--- src/rtl/pc_seq_pkg.sv ---
// rtl/pc_seq_pkg.sv - shared types and constants for the PC sequencer
//
// Purpose : FSM state enum, instruction class enum, PC source select codes,
//           exception cause codes and exception vector addresses.
// Ports   : none (package).
package pc_seq_pkg;

  typedef enum logic [2:0] {
    ST_FETCH    = 3'd0,
    ST_DECODE   = 3'd1,
    ST_RESOLVE  = 3'd2,
    ST_EXC_SAVE = 3'd3,
    ST_EXC_VEC  = 3'd4,
    ST_EXC_LOAD = 3'd5
  } pc_state_t;

  typedef enum logic [2:0] {
    IC_SEQ  = 3'd0,
    IC_BEQ  = 3'd1,
    IC_BNE  = 3'd2,
    IC_BLE  = 3'd3,
    IC_BGT  = 3'd4,
    IC_JUMP = 3'd5,
    IC_RTE  = 3'd6,
    IC_RSVD = 3'd7
  } instr_class_t;

  localparam logic [2:0] SEL_PC4    = 3'b000;
  localparam logic [2:0] SEL_BRANCH = 3'b001;
  localparam logic [2:0] SEL_JUMP   = 3'b010;
  localparam logic [2:0] SEL_EPC    = 3'b011;
  localparam logic [2:0] SEL_VECTOR = 3'b100;

  localparam logic [1:0] CAUSE_NONE = 2'b00;
  localparam logic [1:0] CAUSE_OVF  = 2'b01;
  localparam logic [1:0] CAUSE_INV  = 2'b10;
  localparam logic [1:0] CAUSE_DIV0 = 2'b11;

  localparam logic [31:0] VEC_INV  = 32'd253;
  localparam logic [31:0] VEC_OVF  = 32'd254;
  localparam logic [31:0] VEC_DIV0 = 32'd255;

  function automatic logic [31:0] vec_addr_of(input logic [1:0] cause);
    case (cause)
      CAUSE_OVF:  return VEC_OVF;
      CAUSE_INV:  return VEC_INV;
      CAUSE_DIV0: return VEC_DIV0;
      default:    return 32'd0;
    endcase
  endfunction

endpackage

--- src/rtl/pc_branch_cond.sv ---
// rtl/pc_branch_cond.sv - conditional branch resolution
//
// Purpose : combinational taken flag for the four conditional branch classes.
// Ports   : instr_class in 3  - instruction class
//           alu_zero    in 1  - ALU zero flag
//           alu_gt      in 1  - ALU greater-than flag (A>B)
//           taken       out 1 - conditional branch is taken (0 for non-branches)
module pc_branch_cond
  import pc_seq_pkg::*;
(
  input  logic [2:0] instr_class,
  input  logic       alu_zero,
  input  logic       alu_gt,
  output logic       taken
);

  always_comb begin
    taken = 1'b0;
    case (instr_class)
      IC_BEQ:  taken = alu_zero;
      IC_BNE:  taken = ~alu_zero;
      IC_BLE:  taken = ~alu_gt;
      IC_BGT:  taken = alu_gt;
      default: taken = 1'b0;
    endcase
  end

endmodule

--- src/rtl/pc_sequencer.sv ---
// rtl/pc_sequencer.sv - multicycle PC control FSM with exception sequencing
//
// Purpose : steps FETCH -> DECODE -> RESOLVE, resolves branches/jumps/RTE and
//           runs the EXC_SAVE -> EXC_VEC -> EXC_LOAD exception sequence.
// Ports   : clk, reset_n          - clock, async active-low reset
//           mem_ready             - memory access completes this cycle
//           instr_valid           - decoder class valid (DECODE)
//           instr_class[2:0]      - instruction class
//           alu_zero, alu_gt      - ALU flags
//           exc_req[1:0]          - exception request
//           pcsrc_sel[2:0]        - PC source select
//           pc_write, epc_write   - PC / EPC load enables
//           vec_read, vec_addr    - exception vector read request/address
//           exc_cause[1:0]        - cause of last accepted exception
//           state[2:0]            - current FSM state
module pc_sequencer
  import pc_seq_pkg::*;
(
  input  logic        clk,
  input  logic        reset_n,
  input  logic        mem_ready,
  input  logic        instr_valid,
  input  logic [2:0]  instr_class,
  input  logic        alu_zero,
  input  logic        alu_gt,
  input  logic [1:0]  exc_req,
  output logic [2:0]  pcsrc_sel,
  output logic        pc_write,
  output logic        epc_write,
  output logic        vec_read,
  output logic [31:0] vec_addr,
  output logic [1:0]  exc_cause,
  output logic [2:0]  state
);

  pc_state_t    cur;
  instr_class_t class_q;
  logic         load_q;
  logic         taken;
  logic         resolve_write;
  logic [2:0]   resolve_sel;

  // Class is captured when DECODE accepts it; flags are read live in RESOLVE,
  // the cycle in which the ALU compare result is available.
  pc_branch_cond u_branch_cond (
    .instr_class (class_q),
    .alu_zero    (alu_zero),
    .alu_gt      (alu_gt),
    .taken       (taken)
  );

  always_comb begin
    resolve_write = 1'b0;
    resolve_sel   = SEL_PC4;
    if (taken) begin
      resolve_write = 1'b1;
      resolve_sel   = SEL_BRANCH;
    end else if (class_q == IC_JUMP) begin
      resolve_write = 1'b1;
      resolve_sel   = SEL_JUMP;
    end else if (class_q == IC_RTE) begin
      resolve_write = 1'b1;
      resolve_sel   = SEL_EPC;
    end
    // A late exception in RESOLVE must not commit the branch.
    if (exc_req != CAUSE_NONE) begin
      resolve_write = 1'b0;
      resolve_sel   = SEL_PC4;
    end
  end

  // EXC_LOAD drives from registers; FETCH and RESOLVE need same-cycle inputs.
  // reset_n gates the FETCH term so a high mem_ready cannot leak through
  // while reset is held.
  always_comb begin
    pc_write  = load_q;
    pcsrc_sel = load_q ? SEL_VECTOR : SEL_PC4;
    case (cur)
      ST_FETCH:   pc_write = mem_ready & reset_n;
      ST_RESOLVE: begin
        pc_write  = resolve_write;
        pcsrc_sel = resolve_sel;
      end
      default: ;
    endcase
  end

  assign state = cur;

  // Registered Moore outputs are loaded with the value for the state being
  // entered, so they are valid throughout that state.
  always_ff @(posedge clk or negedge reset_n) begin
    if (!reset_n) begin
      cur       <= ST_FETCH;
      class_q   <= IC_SEQ;
      exc_cause <= CAUSE_NONE;
      epc_write <= 1'b0;
      vec_read  <= 1'b0;
      vec_addr  <= 32'd0;
      load_q    <= 1'b0;
    end else begin
      epc_write <= 1'b0;
      vec_read  <= 1'b0;
      vec_addr  <= 32'd0;
      load_q    <= 1'b0;
      case (cur)
        ST_FETCH: begin
          if (mem_ready) cur <= ST_DECODE;
        end
        ST_DECODE: begin
          if (instr_valid) begin
            class_q <= instr_class_t'(instr_class);
            if (exc_req != CAUSE_NONE || instr_class == IC_RSVD) begin
              cur       <= ST_EXC_SAVE;
              exc_cause <= (exc_req != CAUSE_NONE) ? exc_req : CAUSE_INV;
              epc_write <= 1'b1;
            end else begin
              cur <= ST_RESOLVE;
            end
          end
        end
        ST_RESOLVE: begin
          if (exc_req != CAUSE_NONE) begin
            cur       <= ST_EXC_SAVE;
            exc_cause <= exc_req;
            epc_write <= 1'b1;
          end else begin
            cur <= ST_FETCH;
          end
        end
        ST_EXC_SAVE: begin
          cur      <= ST_EXC_VEC;
          vec_read <= 1'b1;
          vec_addr <= vec_addr_of(exc_cause);
        end
        ST_EXC_VEC: begin
          if (mem_ready) begin
            cur    <= ST_EXC_LOAD;
            load_q <= 1'b1;
          end else begin
            vec_read <= 1'b1;
            vec_addr <= vec_addr;
          end
        end
        ST_EXC_LOAD: begin
          cur <= ST_FETCH;
        end
        default: begin
          cur <= ST_FETCH;
        end
      endcase
    end
  end

endmodule

--- config.mk ---
export PLATFORM = sky130hd
export DESIGN_NAME = pc_sequencer
export DESIGN_NICKNAME = d
export VERILOG_FILES = /design/src/rtl/pc_seq_pkg.sv /design/src/rtl/pc_branch_cond.sv /design/src/rtl/pc_sequencer.sv
export SDC_FILE = /design/constraint.sdc
export NUM_CORES = 1
export LEC_CHECK = 0
export ABC_AREA = 1
export CAP_MARGIN = 20
export CORE_ASPECT_RATIO = 1.4
export CORE_MARGIN = 8
export CORE_UTILIZATION = 40
export CTS_CLUSTER_SIZE = 28
export DETAILED_ROUTE_END_ITERATION = 16
export GPL_ROUTABILITY_DRIVEN = 0
export PLACE_DENSITY_LB_ADDON = 0.1
export SYNTH_ARGS = -nofsm -noshare
export SYNTH_HDL_FRONTEND = slang
export SYNTH_HIERARCHICAL = 1
export SYNTH_SLANG_ARGS = --single-unit
export TNS_END_PERCENT = 50
--- constraint.sdc ---
create_clock -name clk -period 1.6 [get_ports clk]
set_input_delay 0.16 -clock clk [delete_from_list [all_inputs] [get_ports clk]]
set_output_delay 0.16 -clock clk [all_outputs]
set_load 0.03 [all_outputs]
# Word level (Yosys, flattened, before mapping)
# Cells that the tools add are included.
word_totals:
  input_bits: 11
  register_bits: 43
  word_cells: 70
  out_inout_bits: 43
op_classes:
  muxes: 34
  n_bitwise: 3
  reduce_logical: 7
  n_eq_ne: 19
ops:
  columns: ["op", "n"]
  rows:
  - ["case mux 32 bit (2 select lines)", 1]
  - ["2-to-1 mux 32 bit", 1]
  - ["case mux 8 bit (3 select lines)", 1]
  - ["2-to-1 mux 3 bit", 6]
  - ["2-to-1 mux 2 bit", 8]
  - ["== test 3 bit, second input constant", 5]
  - ["case mux 3 bit (5 select lines)", 1]
  - ["== test 3 x 2 -> 1 bit, second input constant", 4]
  - ["2-to-1 mux 1 bit", 11]
  - ["inequality test 2 bit, second input constant", 5]
  - ["== test 3 x 1 -> 1 bit, second input constant", 2]
  - ["case mux 1 bit (2 select lines)", 3]
  - ["== test 2 bit, second input constant", 2]
  - ["case mux 1 bit (4 select lines)", 1]
  - ["case mux 2 bit (2 select lines)", 1]
  - ["AND reduction 4 bit", 1]
  - ["nonzero test 2 bit", 2]
  - ["logical NOT 3 bit", 1]
  - ["AND reduction 3 bit", 1]
  - ["== test 2 x 1 -> 1 bit, second input constant", 1]
  - ["NOT 1 bit", 2]
  - ["AND reduction 2 bit", 1]
  - ["AND 1 bit", 1]
  - ["logical OR 1 bit", 1]

# Longest topological paths before layout
# Gate-level depths: netlist of the first run.
depth:
  ltp_word: 6
  depth_mapped: 9
  ltp_nobuf: 9

# By module
# Netlist of the first run, hierarchy kept.
by_module_without_submodules:
  columns: ["module", "seq_area_each_um2", "cells_per_inst", "n_inst", "area_each_um2"]
  rows:
  - ["pc_sequencer", 350.3, 118, 1, 927.1]
  - ["pc_branch_cond", 0.0, 10, 1, 41.3]

# Worst setup path before layout of the first run
# No wires, ideal clock.
synth_path:
  path_type: "register to output"
  from: "register cur[2] (netlist: state[2])"
  to: "output pcsrc_sel[0]"
  setup_slack_ps: 28
  path_buffers: 0
  t_arrival_ps: 1412
  required_time_ps: 1440
  path_stages_with_launch: 6
  path_cell_list: "dfrtp_1 > inv_2 > nand2_1 > nor2_2 > nand2_1 > a21oi_1"
synth_between:
  elab_chain_cells: 2
synth_lines:
  columns: ["element", "line_no", "text"]
  rows:
  - ["start, declared", "pc_sequencer.sv:36", "pc_state_t cur;"]
  - ["start signal, assigned", "pc_sequencer.sv:94", "cur <= ST_FETCH;"]
  - ["start signal, assigned", "pc_sequencer.sv:108", "if (mem_ready) cur <= ST_DECODE;"]
  - ["start signal, assigned", "pc_sequencer.sv:114", "cur <= ST_EXC_SAVE;"]
  - ["== test 3 x 2 -> 1 bit", "pc_sequencer.sv:78", "case (cur)"]
  - ["2-to-1 mux 3 bit", "pc_sequencer.sv:78", null]
  - ["end, declared", "pc_sequencer.sv:27", "output logic [2:0] pcsrc_sel,"]
# No other way between the ends.

# Worst setup path in the final report of the first run
layout_path:
  from: "register class_q[0]"
  to: "output pc_write"
layout_between:
  word_cells_on_any_way: 12
  cone_classes: "eq/ne (6); mux (6)"
layout_rtl:
  columns: ["element", "line_no", "text"]
  rows:
  - ["start, declared", "pc_sequencer.sv:37", "instr_class_t class_q;"]
  - ["start signal, assigned", "pc_sequencer.sv:112", "class_q <= instr_class_t'(instr_class);"]
  - ["== test 3 bit, or another cell as far along", "pc_branch_cond.sv:19", "case (instr_class)"]
  - ["case mux 1 bit (4 select lines) *", "pc_branch_cond.sv:19", null]
  - ["via taken", "pc_sequencer.sv:39", "logic taken;"]
  - ["2-to-1 mux 1 bit *", "pc_sequencer.sv:55", "if (taken) begin"]
  - ["2-to-1 mux 1 bit *", "pc_sequencer.sv:66", "if (exc_req != CAUSE_NONE) begin"]
  - ["case mux 1 bit (2 select lines) *", "pc_sequencer.sv:78", null]
  - ["end, declared", "pc_sequencer.sv:28", "output logic pc_write,"]
# Mark *: on every way through the listed nets, which the timed path passes. The rest lies on a longest branch.

==> results of run 1 <==
-- worst reg2reg max path, cell delays in order, from the launching register on --
cell	delay, ns
dfrtp_1	0.39
inv_2	0.08
buf_4	0.12
nand3_2	0.11
nor2_4	0.18
nand2_4	0.08
nand3_1	0.07
nand2_1	0.06
-- cell families (layout without fill, tap and decap cells) --
family | after synthesis | after routing
other | 1 | 24
AO/OA/AOI/OAI | 10 | 10
flip-flops | 14 | 14
AND/OR/NAND/NOR | 60 | 60
buffers and inverters | 43 | 54
-- power breakdown --
group          internal [mW]  total (mW)  switching [mW]
clock                 0.0876       0.202           0.115
combinational          0.496        1.38           0.882
sequential             0.492       0.606           0.114
-- registers in the layout (all words and copies together), names as in the netlist --
| register | flops |
|---|---|
| epc_write | 1 |
| exc_cause | 2 |
| vec_read | 1 |
| load_q | 1 |
| class_q | 3 |
| state | 3 |
| vec_addr | 3 |
-- cell usage in the layout, fill, tap and decap left out, drive strengths merged --
cell	count
dlymetal6s2s	3
clkbuf	3
buf	11
nand2	32
dlygate4sd2	7
inv	14
conb	24
o21bai	1
nand4	1
dfrtp	14
nor2	12
nand3	15
clkdlybuf4s50	16
a211oi	1
o21ai	5
a21oi	3
-- layer usage --
metal,share of wire,up-vias,global-route usage
met5,0,-,0
met4,0.012,0,0.08101
met2,0.55,26,0.2148
met3,0.050,3,0.03460
li1,-,416,-
met1,0.39,396,0.1083
-- through the flow --
step | util | hold slack (ns)
after detailed placement | 0.5104 | 0.4598
after global routing | 0.5404 | 0.2602
after floorplan | - | -0.1356
final | 0.5404 | 0.2316
after global placement | 0.5104 | 0.4614
after CTS | 0.5238 | 0.2457
-- worst min-delay path by stage --
stage,depth (start not counted),start,slack [ns],endpoint
floorplan,0,reset_n,-0.14,class_q[0]$_DFFE_PN0P_
global route,2,reset_n,0.26,class_q[0]$_DFFE_PN0P_
CTS,2,reset_n,0.25,class_q[2]$_DFFE_PN0P_
global placement,2,vec_addr[0]$_DFFE_PN0P_,0.46,vec_addr[0]$_DFFE_PN0P_
finish,2,reset_n,0.23,vec_addr[6]$_DFFE_PN0P_
detailed placement,2,vec_addr[1]$_DFFE_PN0P_,0.46,vec_addr[1]$_DFFE_PN0P_
-- repair_timing --
action                                 in CTS  in global routing
pin swaps                                   2                  5
setup endpoints to repair                  13                  7
resized for setup                          10                 11
buffers inserted                            2                  1
endpoints found under the hold margin       0                  0
gates cloned                                0                  0
-- layout make-up --
class	instances	area, sq um	share of cell area
multi-input cells	94	464.2	0.3673
flip-flops and latches	14	350.3	0.2772
repair buffers	37	345.3	0.2733
inverters	14	52.55	0.04158
well taps	23	28.78	0.02277
clock buffers	3	22.52	0.01782
==> flow_summary.yaml, run 1 <==
global_routing:
  grt_max_degree: 15
  grt_pass1_vias: 918
  track_usage: 0.1169
  grt_first_pass_wirelength_mm: 3.912
  overflow: 0
  antenna_found_initial: 0
setup_path:
  cp_cell_sequence: "nand2_1 -> nand2_1 -> nand3_1 -> nand2_2 -> inv_2 -> nand3_1 -> nand3_1 -> nand3_2 -> buf_6"
  crit_end: "pc_write"
  slowest_delay_ns: 0.42
  cp_max_fo: 5
  crit_top_cell: "nand3_1"
  crit_path_start: "class_q[0]$_DFFE_PN0P_"
  worst_path_max_delay_cell: "dfrtp_1"
  worstSetupPathType: "reg -> out"
  critical_path_buf_inv_count: 2
  path_delay_family: "simple AND/OR/NAND/NOR gates"
  startpoint_type: "flop"
  rr_endpoint: "exc_cause[1]$_DFFE_PN0P_"
  worst_r2r_startpoint: "state[2]$_DFFE_PN0P_"
  required_ns: 1.44
  cp.arrival_ns: 1.40
  crit_cells: 9
  crit_path_end_kind: "output port"
  rr_worst_depth: 7
  rrSetupSlack_ns: 0.40
floorplanning:
  pin_count: 54
  coreArea_sq_mm: 0.002338
  die_h_um: 74.22
  die_area_sq_mm: 0.004274
  row_count: 21
  start_util: 0.4141
  die-width_um: 57.59
detailed_routing:
  routedWlPerCell_um: 13.11
  vias_per_cell: 4.546
  drt_pass1_iterations: 4
  antenna_left: 0
  num_vias: 841
  dr.first_iter.drc_count: 13
  routed_wl_mm: 2.425
  drc: 0
logic_synthesis:
  synth_common_cells: "nand2_1, buf_4, dfrtp_1"
  synth-seq-cells: 14
  post-synth-top-area-cell: "dfrtp_1"
  ys_types: 17
  synthArstFlopShare: 1.000
  seq_area_frac_synth: 0.3618
  synth_top_family_by_area: "simple AND/OR/NAND/NOR gates"
  synth_xor_area_frac: 0
  synthTopCellsByArea: "dfrtp_1, buf_4, nand2_1, nand3_1, inv_1"
  syn_area_per_cell_sq_um: 7.566
  synth_fa_ha_area_frac: 0
  synthSimpleGateAreaFrac: 0.2933
  syn-cell-area_sq_um: 968.4
  synth.most_common_cell: "nand2_1"
  synth_flop_cell: "dfrtp_1"
  synth_edf_count: 0
  synth.area.mux_share: 0
  synth_compound_area_frac: 0.06202
  synth_cells: 128
  synth_top_area_frac: 0.3618
  ys_warn_count: 6
clock_tree:
  cts_sinks: 14
  clk_latency_ns: 0.29
  cts.path.max_buffers: 2
  cts_buffers: 3
  cts_root_buffer: "clkbuf_4"
  ctsHoldBuffers: 0
  path_clk_slew_ns: 0.08
  cts_tree: "yes"
  cts_htree_levels: 1
pwr:
  ir_drop_mv: 0.7261
  power_density_mw_per_mm2: 1731
  p_total_mw: 2.187
  power.leakage_nw: 0.7294
finish:
  nFillCells: 236
  area_delta_synth_final_pct: 30.49
  nets: 175
  fin_cells: 185
  final_area_sq_mm: 0.001264
  antenna_cells: 0
  drive_gt1_frac: 0.1975
placed_design:
  dp_cells: 180
  pre_cts_ws_ns: 0.06050
  io_buffers: 29
  dp_hpwl_mm: 1.974
  place_area_sq_mm: 0.001194
sta:
  slew_violations: 0
  min_period_ns: 1.557
  hold_viol: 0
  fin_crit_sh: 0.9728
  max_freq_ghz: 0.6425
  tns_ns: 0
  layout_setup_ws_ns: 0.04349
  rsz0062_at_grt: "true"
  final.setup_skew_ns: 0.002649
  finalSetupViolCount: 0
run_status:
  status: "finished clean"
run:
  maxCapViolCount: 0
worst_hold_path:
  hold_class: "in -> async"
Power figures use the tool's default switching activity.
==> run 2, diff against run 1 <==
--- a/config.mk
+++ b/config.mk
@@ -8,12 +8,12 @@
 export ABC_AREA = 1
 export CAP_MARGIN = 20
 export CORE_ASPECT_RATIO = 1.4
-export CORE_MARGIN = 8
 export CORE_UTILIZATION = 40
 export CTS_CLUSTER_SIZE = 28
 export DETAILED_ROUTE_END_ITERATION = 16
 export GPL_ROUTABILITY_DRIVEN = 0
-export PLACE_DENSITY_LB_ADDON = 0.1
+export PLACE_DENSITY = 0.83
+export RECOVER_POWER = 100
 export SYNTH_ARGS = -nofsm -noshare
 export SYNTH_HDL_FRONTEND = slang
 export SYNTH_HIERARCHICAL = 1
==> run 2 against run 1 <==
  * Via count up 3.3%
  * Critical path type unchanged
  * Clock-buffer cell count up 1
  * Critical path depth down 4
  * Setup slack got worse by 0.062 ns
  * The run now ends with DRC, setup timing left
  * Power up 4.2%
  * Largest cell class unchanged
==> flow_summary.yaml, run 2 (synthesis gave the netlist of run 1 again) <==
floorplanning:
  row_count: 20
  die_area_sq_mm: 0.002625
  start_util: 0.4348
  die-width_um: 43.59
  coreArea_sq_mm: 0.002227
  die_h_um: 60.22
  pin_count: 54
finish:
  layout_commonest_cell: "nand2_1"
  final_cell_mix: "nand2_1, conb_1, clkdlybuf4s50_1"
  drive_gt1_frac: 0.2242
  antenna_cells: 0
  fin_cells: 187
  nets: 177
  area_delta_synth_final_pct: 33.72
detailed_routing:
  drt_pass1_iterations: 10
  dr.first_iter.drc_count: 16
  routed_wl_mm: 2.148
  routedWlPerCell_um: 11.49
  num_vias: 869
  vias_per_cell: 4.647
  antenna_left: 0
  drc: 5
pwr:
  seq_power_share: 0.265
  p_int_mw: 1.139
  p_sw_frac: 0.4999
  p_clk_frac: 0.114
  p_total_mw: 2.278
  pwr-share-comb: 0.621
  power.leakage_nw: 0.7386
  p_switching_mw: 1.139
  ir_drop_mv: 0.8400
  power_density_mw_per_mm2: 1759
setup_path:
  cp_cell_sequence: "buf_4 -> nor2_1 -> nand4_1 -> nand3_2 -> buf_6"
  required_ns: 1.44
  slowest_delay_ns: 0.40
  rrSetupSlack_ns: 0.34
  worstSetupPathType: "reg -> out"
  cp_max_fo: 4
  crit_end: "pc_write"
  crit_path_start: "state[1]$_DFFE_PN0P_"
  worst_r2r_startpoint: "state[1]$_DFFE_PN0P_"
  rr_worst_depth: 7
  cp.arrival_ns: 1.46
  worst_path_max_delay_cell: "dfrtp_1"
  rr_endpoint: "state[0]$_DFFE_PN0P_"
  startpoint_type: "flop"
  crit_path_end_kind: "output port"
sta:
  finalSetupViolCount: 1
  tns_ns: -0.01825
  rsz0062_at_grt: "true"
  fin_crit_sh: 1.011
  min_period_ns: 1.618
  max_freq_ghz: 0.6180
  layout_setup_ws_ns: -0.01825
  hold_viol: 0
  final.setup_skew_ns: 0.003738
  slew_violations: 0
global_routing:
  track_usage: 0.1721
  antenna_found_initial: 0
  grt_max_degree: 15
  grt_first_pass_wirelength_mm: 3.353
  grt_pass1_vias: 817
  overflow: 0
placed_design:
  dp_hpwl_mm: 1.633
  pre_cts_ws_ns: 0.04777
  dp_cells: 179
  io_buffers: 29
clock_tree:
  cts_tree: "yes"
  cts.path.max_buffers: 2
  clk_latency_ns: 0.29
  cts_htree_levels: 1
  path_clk_slew_ns: 0.09
  cts_buffers: 3
  ctsHoldBuffers: 0
  cts_root_buffer: "clkbuf_4"
  cts_sinks: 14
run:
  maxCapViolCount: 0
run_status:
  violations: "DRC, setup timing"
  status: "finished, violations left"
worst_hold_path:
  hold_class: "in -> async"
[run 2: cell count changes in the layout (fill, tap and decap cells not counted), sizes merged]
cell	delta
clkbuf	+1
buf	+2
dlymetal6s2s	-1
dlygate4sd2	+1
[run 2: worst min path at each step]
stage | to | slack [ns] | cells past startpoint | from
6_report | epc_write$_DFF_PN0_ | 0.23 | 2 | reset_n
5_1_grt | exc_cause[1]$_DFFE_PN0P_ | 0.26 | 2 | reset_n
4_1_cts | epc_write$_DFF_PN0_ | 0.24 | 2 | reset_n
3_5_place_dp | vec_addr[0]$_DFFE_PN0P_ | 0.46 | 2 | vec_addr[0]$_DFFE_PN0P_
3_3_place_gp | vec_addr[1]$_DFFE_PN0P_ | 0.46 | 2 | vec_addr[1]$_DFFE_PN0P_
2_1_floorplan | class_q[0]$_DFFE_PN0P_ | -0.14 | 0 | reset_n
[run 2: power groups by stage]
stage / logic [mW] / clock network (mW) / registers, mW
6_report: 1.42 / 0.259 / 0.604
5_1_grt: 1.52 / 0.281 / 0.621
4_1_cts: 1.33 / 0.264 / 0.604
3_5_place_dp: 1.34 / 0 / 0.611
3_3_place_gp: 1.30 / 0 / 0.605
2_1_floorplan: 0.728 / 0 / 0.809
[run 2: cell type report]
cell class	instances	area [sq um]
Fill cell	200	932.1
Multi-Input combinational cell	94	471.7
Timing Repair Buffer	39	356.6
Sequential cell	14	350.3
Inverter	14	52.55
Clock buffer	4	36.28
Tap cell	22	27.53
[run 2: stage by stage]
stage / util / area [sq um] / hold WS, ns
global route: 0.5815 / 1295 / 0.2591
floorplan: - / 1055 / -0.1356
detailed placement: 0.5354 / 1192 / 0.4634
CTS: 0.5573 / 1241 / 0.2355
finish: 0.5815 / 1295 / 0.2291
global placement: 0.5354 / 1192 / 0.4601
[run 2: repair_timing]
item | CTS | global route
endpoints found under the setup margin | 13 | 5
endpoints found under the hold margin | 0 | 0
buffers inserted | 3 | 2
pin swaps | 3 | 5
resized for setup | 10 | 12
[run 2: worst max-delay path, delay by kind of cell (launching register included)]
| kind | cells | cell delay (ns) |
|---|---|---|
| buf+inv | 2 | 0.29 |
| simple gates | 3 | 0.49 |
| flops | 1 | 0.40 |
[run 2: per-layer routing]
metal	share of wire	vias to the layer above	global-route usage
li1	-	421	-
met1	0.36	405	0.1757
met2	0.56	38	0.3305
met3	0.068	5	0.02719
met4	0.017	0	0.08036
met5	0	-	0
==> run 3, diff against run 2 <==
--- a/config.mk
+++ b/config.mk
@@ -9,11 +9,13 @@
 export CAP_MARGIN = 20
 export CORE_ASPECT_RATIO = 1.4
 export CORE_UTILIZATION = 40
+export CTS_CLUSTER_DIAMETER = 120
 export CTS_CLUSTER_SIZE = 28
 export DETAILED_ROUTE_END_ITERATION = 16
 export GPL_ROUTABILITY_DRIVEN = 0
 export PLACE_DENSITY = 0.83
 export RECOVER_POWER = 100
+export SKIP_LAST_GASP = 1
 export SYNTH_ARGS = -nofsm -noshare
 export SYNTH_HDL_FRONTEND = slang
 export SYNTH_HIERARCHICAL = 1
==> run 3 against run 2 <==
  * The run still ends with DRC, setup timing left
  * Register-to-register slack about the same
  * Combinational power about the same
  * Via count decreased by 0.58%
  * Clock-buffer cell count unchanged
  * Non-clock buffer count unchanged
  * Clock skew about the same
  * Global-route usage unchanged
  * Maximum frequency decreased by 1.4%
  * Worst hold slack improved by 0.23 ns
  * Final cell count unchanged
  * Critical endpoint unchanged
  * Highest routed layer unchanged
==> flow_summary.yaml, run 3 (synthesis gave the netlist of run 1 again) <==
run_status:
  status: "finished, violations left"
  violations: "DRC, setup timing"
placed_design:
  place_area_sq_mm: 0.001192
  dp_hpwl_mm: 1.633
  io_buffers: 29
setup_path:
  worst_r2r_startpoint: "state[1]$_DFFE_PN0P_"
  cp.arrival_ns: 1.48
  startpoint_type: "flop"
  rr_worst_depth: 7
  rr_endpoint: "state[0]$_DFFE_PN0P_"
  slowest_delay_ns: 0.40
  crit_path_end_kind: "output port"
  cp_cell_sequence: "clkbuf_1 -> nor2_1 -> nand4_1 -> nand3_2 -> buf_6"
  cp_max_fo: 4
  rrSetupSlack_ns: 0.33
  required_ns: 1.44
  worst_path_max_delay_cell: "dfrtp_1"
  worstSetupPathType: "reg -> out"
detailed_routing:
  dr.first_iter.drc_count: 13
  vias_per_cell: 4.620
  drt_pass1_iterations: 10
  routed_wl_mm: 2.146
  antenna_left: 0
  drc: 5
  routedWlPerCell_um: 11.48
  num_vias: 864
finish:
  final_area_sq_mm: 0.001287
  layout_commonest_cell: "nand2_1"
  area_delta_synth_final_pct: 32.95
  nets: 177
  final_cell_mix: "nand2_1, conb_1, clkdlybuf4s50_1"
  nFillCells: 202
  antenna_cells: 0
  drive_gt1_frac: 0.2061
clock_tree:
  ctsHoldBuffers: 0
  cts_htree_levels: 1
  cts_sinks: 14
  clk_latency_ns: 0.29
  cts_tree: "yes"
  path_clk_slew_ns: 0.08
  cts_root_buffer: "clkbuf_4"
  cts.path.max_buffers: 2
  cts_buffers: 3
sta:
  layout_setup_ws_ns: -0.04106
  hold_viol: 0
  finalSetupViolCount: 2
  tightest_slew_ns: 0.7580
  final.setup_skew_ns: 0.003348
  min_period_ns: 1.641
  rsz0062_at_grt: "true"
  slew_violations: 0
  maxSlewHeadroom: 0.4947
  max_freq_ghz: 0.6094
  holdWs_ns: 0.4598
  fin_crit_sh: 1.026
worst_hold_path:
  hold_path_depth: 3
  min_from: "instr_class[2]"
  holdPathEnd: "class_q[2]$_DFFE_PN0P_"
  hold_class: "in -> reg"
floorplanning:
  row_count: 20
  die_area_sq_mm: 0.002625
  die_h_um: 60.22
  die-width_um: 43.59
  coreArea_sq_mm: 0.002227
  start_util: 0.4348
  pin_count: 54
global_routing:
  antenna_found_initial: 0
  grt_first_pass_wirelength_mm: 3.353
  grt_max_degree: 15
  grt_pass1_vias: 817
  track_usage: 0.1721
  overflow: 0
pwr:
  ir_drop_mv: 0.8647
  power_density_mw_per_mm2: 1783
  p_total_mw: 2.296
  power.leakage_nw: 0.6994
run:
  maxCapViolCount: 0
[run 3: changes by cell type in the layout (fill, tap and decap cells not counted)]
cell | previous run | this run
dlygate4sd2_1 | 8 | 4
nand2_1 | 27 | 28
dlymetal6s2s_1 | 2 | 1
clkbuf_1 | 0 | 2
nand2_2 | 3 | 2
buf_4 | 12 | 10
clkdlybuf4s50_1 | 16 | 20
dlygate4sd3_1 | 0 | 1
[run 3: per-layer routing]
metal  GRT usage  part of all wire
met5           0                 0
met4     0.08036             0.017
met3     0.02719             0.071
met2      0.3305              0.56
met1      0.1757              0.36
[run 3: critical path: cells and delay by family (launching register included)]
family / cells / cell delay (ns)
simple gates: 3 / 0.52
buf+inv: 2 / 0.28
flops: 1 / 0.40
[run 3: worst max-delay path by stage]
| stage | from | endpoint | slack, ns |
|---|---|---|---|
| 3_5_place_dp | alu_zero | pc_write | 0.05 |
| 2_1_floorplan | state[2]$_DFFE_PN0P_ | pcsrc_sel[0] | 0.03 |
| 5_1_grt | state[1]$_DFFE_PN0P_ | pc_write | -0.1 |
| 4_1_cts | class_q[1]$_DFFE_PN0P_ | pc_write | -0.02 |
| 6_report | state[1]$_DFFE_PN0P_ | pc_write | -0.04 |
| 3_3_place_gp | alu_zero | pc_write | 0.13 |
[run 3: final cells by class]
type                    count  area (sq um)  area share
well taps                  22         27.53     0.02138
clock buffers               4         36.28     0.02818
flip-flops and latches     14         350.3      0.2721
inverters                  14         52.55     0.04082
multi-input cells          94         469.2      0.3644
repair buffers             39         351.6      0.2731
[run 3: power by group]
part           switching [mW]  internal, mW
Sequential              0.112         0.492
Combinational           0.906         0.528
Clock                   0.120         0.139
[run 3: metrics by stage]
| step | TNS (ns) | worst slack, ns | std cells | utilization |
|---|---|---|---|---|
| 2_1_floorplan | 0 | 0.02814 | 151 | - |
| 3_3_place_gp | 0 | 0.1265 | 179 | 0.5354 |
| 3_5_place_dp | 0 | 0.04777 | 179 | 0.5354 |
| 4_1_cts | -0.09874 | -0.01827 | 185 | 0.5596 |
| 5_1_grt | -0.3160 | -0.09584 | 187 | 0.5781 |
| 6_report | -0.04711 | -0.04106 | 187 | 0.5781 |
[run 3: what timing repair did]
action | CTS | global route
setup endpoints to repair | 13 | 9
resized for setup | 6 | 10
buffers inserted | 3 | 2
endpoints found under the hold margin | 0 | 0
pin swaps | 2 | 4
==> patch: new RTL, config.mk and constraints of run 3 <==
Change the package constant `VEC_DIV0` from 32'd255 to 32'd191.
--- a/src/rtl/pc_seq_pkg.sv
+++ b/src/rtl/pc_seq_pkg.sv
@@ -38,7 +38,7 @@
 
   localparam logic [31:0] VEC_INV  = 32'd253;
   localparam logic [31:0] VEC_OVF  = 32'd254;
-  localparam logic [31:0] VEC_DIV0 = 32'd255;
+  localparam logic [31:0] VEC_DIV0 = 32'd191;
 
   function automatic logic [31:0] vec_addr_of(input logic [1:0] cause);
     case (cause)
Behaviour: not the same (a bounded check fails within 4 cycles, from zero or initial values and one cycle with reset_n low).
==> patch against run 3 <==
Non-clock buffer count shrank 3. Final area grew 7.0%. Global-route usage shrank 1.1 points. Total power grew 2.3%. Via count grew 7.2%. Area after synthesis grew 11%. Critical endpoint unchanged. Largest power group unchanged. Critical path type unchanged. Die area grew 11%. Wire length grew 4.0%. Highest routed layer unchanged. Worst setup slack gained 0.063 ns. Utilization shrank 2.0 points. Final cell count grew 9.6%. Sequential cell count grew 1. First-iteration DRC count grew 92%. Register-to-register slack lost 0.06 ns. Largest cell class unchanged.
==> patch: results (changes against run 3) <==
metric,value,unit,change
area_delta_synth_final,28.0,%,
wl_met3,92,um,-40%
max_freq,634,MHz,+4.0%
numPortBuffers,29,,unchanged
internal_power,0.00117,W,+0.66%
min_to,class_q[2],,
wirelength,2230,um,+4.0%
holdWs,0.465,ns,+0.00528 ns
r2r_cells,8,,+1
worstHoldStart,instr_class[2],,
skew,0.00148,ns,-0.00186 ns
met2_length,1320,um,+10%
rrSetupSlack,0.27,ns,-0.06 ns
post_drt_wl_per_cell,10.9,um,-5.2%
place.detailed.hpwl,1780,um,+8.8%
comb_power,0.00147,W,+3%
slew_headroom,0.447,,-0.0476
pre_cts_slack,0.0404,ns,-0.00733 ns
nNetsFinal,187,,+5.6%
pwr.group.clock,0.000213,W,-18%
grt_pass1_vias,838,,+2.6%
cp.arrival,1.42,ns,-0.06 ns
place_area,1290,sq um,+7.9%
seq_area_frac_synth,0.349,,-0.0129
num_vias,926,,+7.2%
synth_common_cells,"buf_4 (28), nand2_1 (22), nand3_1 (19)",,
rr_startpoint,state[2],,
grt_util_met3,0.0172,,-0.0100
status,"complete, no violations",,
worstPathMaxFanout,4,,unchanged
p_clk_frac,0.091,,-0.022
drt_iter0_markers,25,,+12
post_cts_buffers,5,,+2
dr.pass1.iters,4,,-6
use_met1,0.169,,-0.00689
ir_worst_vdd,906,uV,+4.8%
cellLeakagePower,0.720,nW,+2.9%
dp.cells,195,,+8.9%
groute.usage.overall,0.161,,-0.0106
largest_reg_flops,4,,
fillers,246,,+22%
layout-drive-gt1-share,0.181,,-0.0248
totalNegativeSetupSlack,0,ns,+0.0471 ns
wl_met1,805,um,+5.6%
numCtsBuffers,3,,unchanged
r2r_end,state[1],,
cp-startpoint,class_q[1],,
worstSkewPairLatency,0.27,ns,-0.02 ns
grt_first_pass_wirelength,3510,um,+4.5%
grt_max_degree,16,,+1
avgSynthCellArea,7.91,sq um,+4.6%
antenna_left,0,,unchanged
ctsResizeCount,6,,unchanged
grt.met2_usage,0.309,,-0.0216
synth_area_leaders,"dfrtp_1 (35%), buf_4 (20%), nand3_1 (8.8%)",,
[patch: cell count changes after synthesis, moves of 2 or more]
cell / change
nand2_1: -8
nand3_1: +6
ha_1: +4
o21ai_0: +3
nand2_2: +2
nand3_2: -2
[patch: critical path: stages, from the launching register on]
cell     delay [ns]
dfrtp_1        0.42
nor2_1         0.11
nand3_1        0.10
nand2_2        0.10
inv_2          0.04
nand3_1        0.07
nand3_1        0.07
nand3_1        0.10
buf_6          0.13
[patch: final cells by class]
type / count / share of cell area
sequential: 15 / 0.273
inverter: 16 / 0.0436
timing repair buffer: 36 / 0.245
clock inverter: 1 / 0.00363
tap: 34 / 0.0309
multi-input combinational: 100 / 0.387
clock buffer: 3 / 0.0163
[patch: cell families (layout without fill, tap and decap cells)]
kind of cell	count (synthesis)	in the layout	synth area share
adder cells (fa/ha/maj)	4	4	0.0465
buffers and inverters	44	56	0.251
AO/OA/AOI/OAI	14	14	0.0767
other	1	24	0.00349
AND/OR/NAND/NOR	58	58	0.273
flip-flops	15	15	0.349
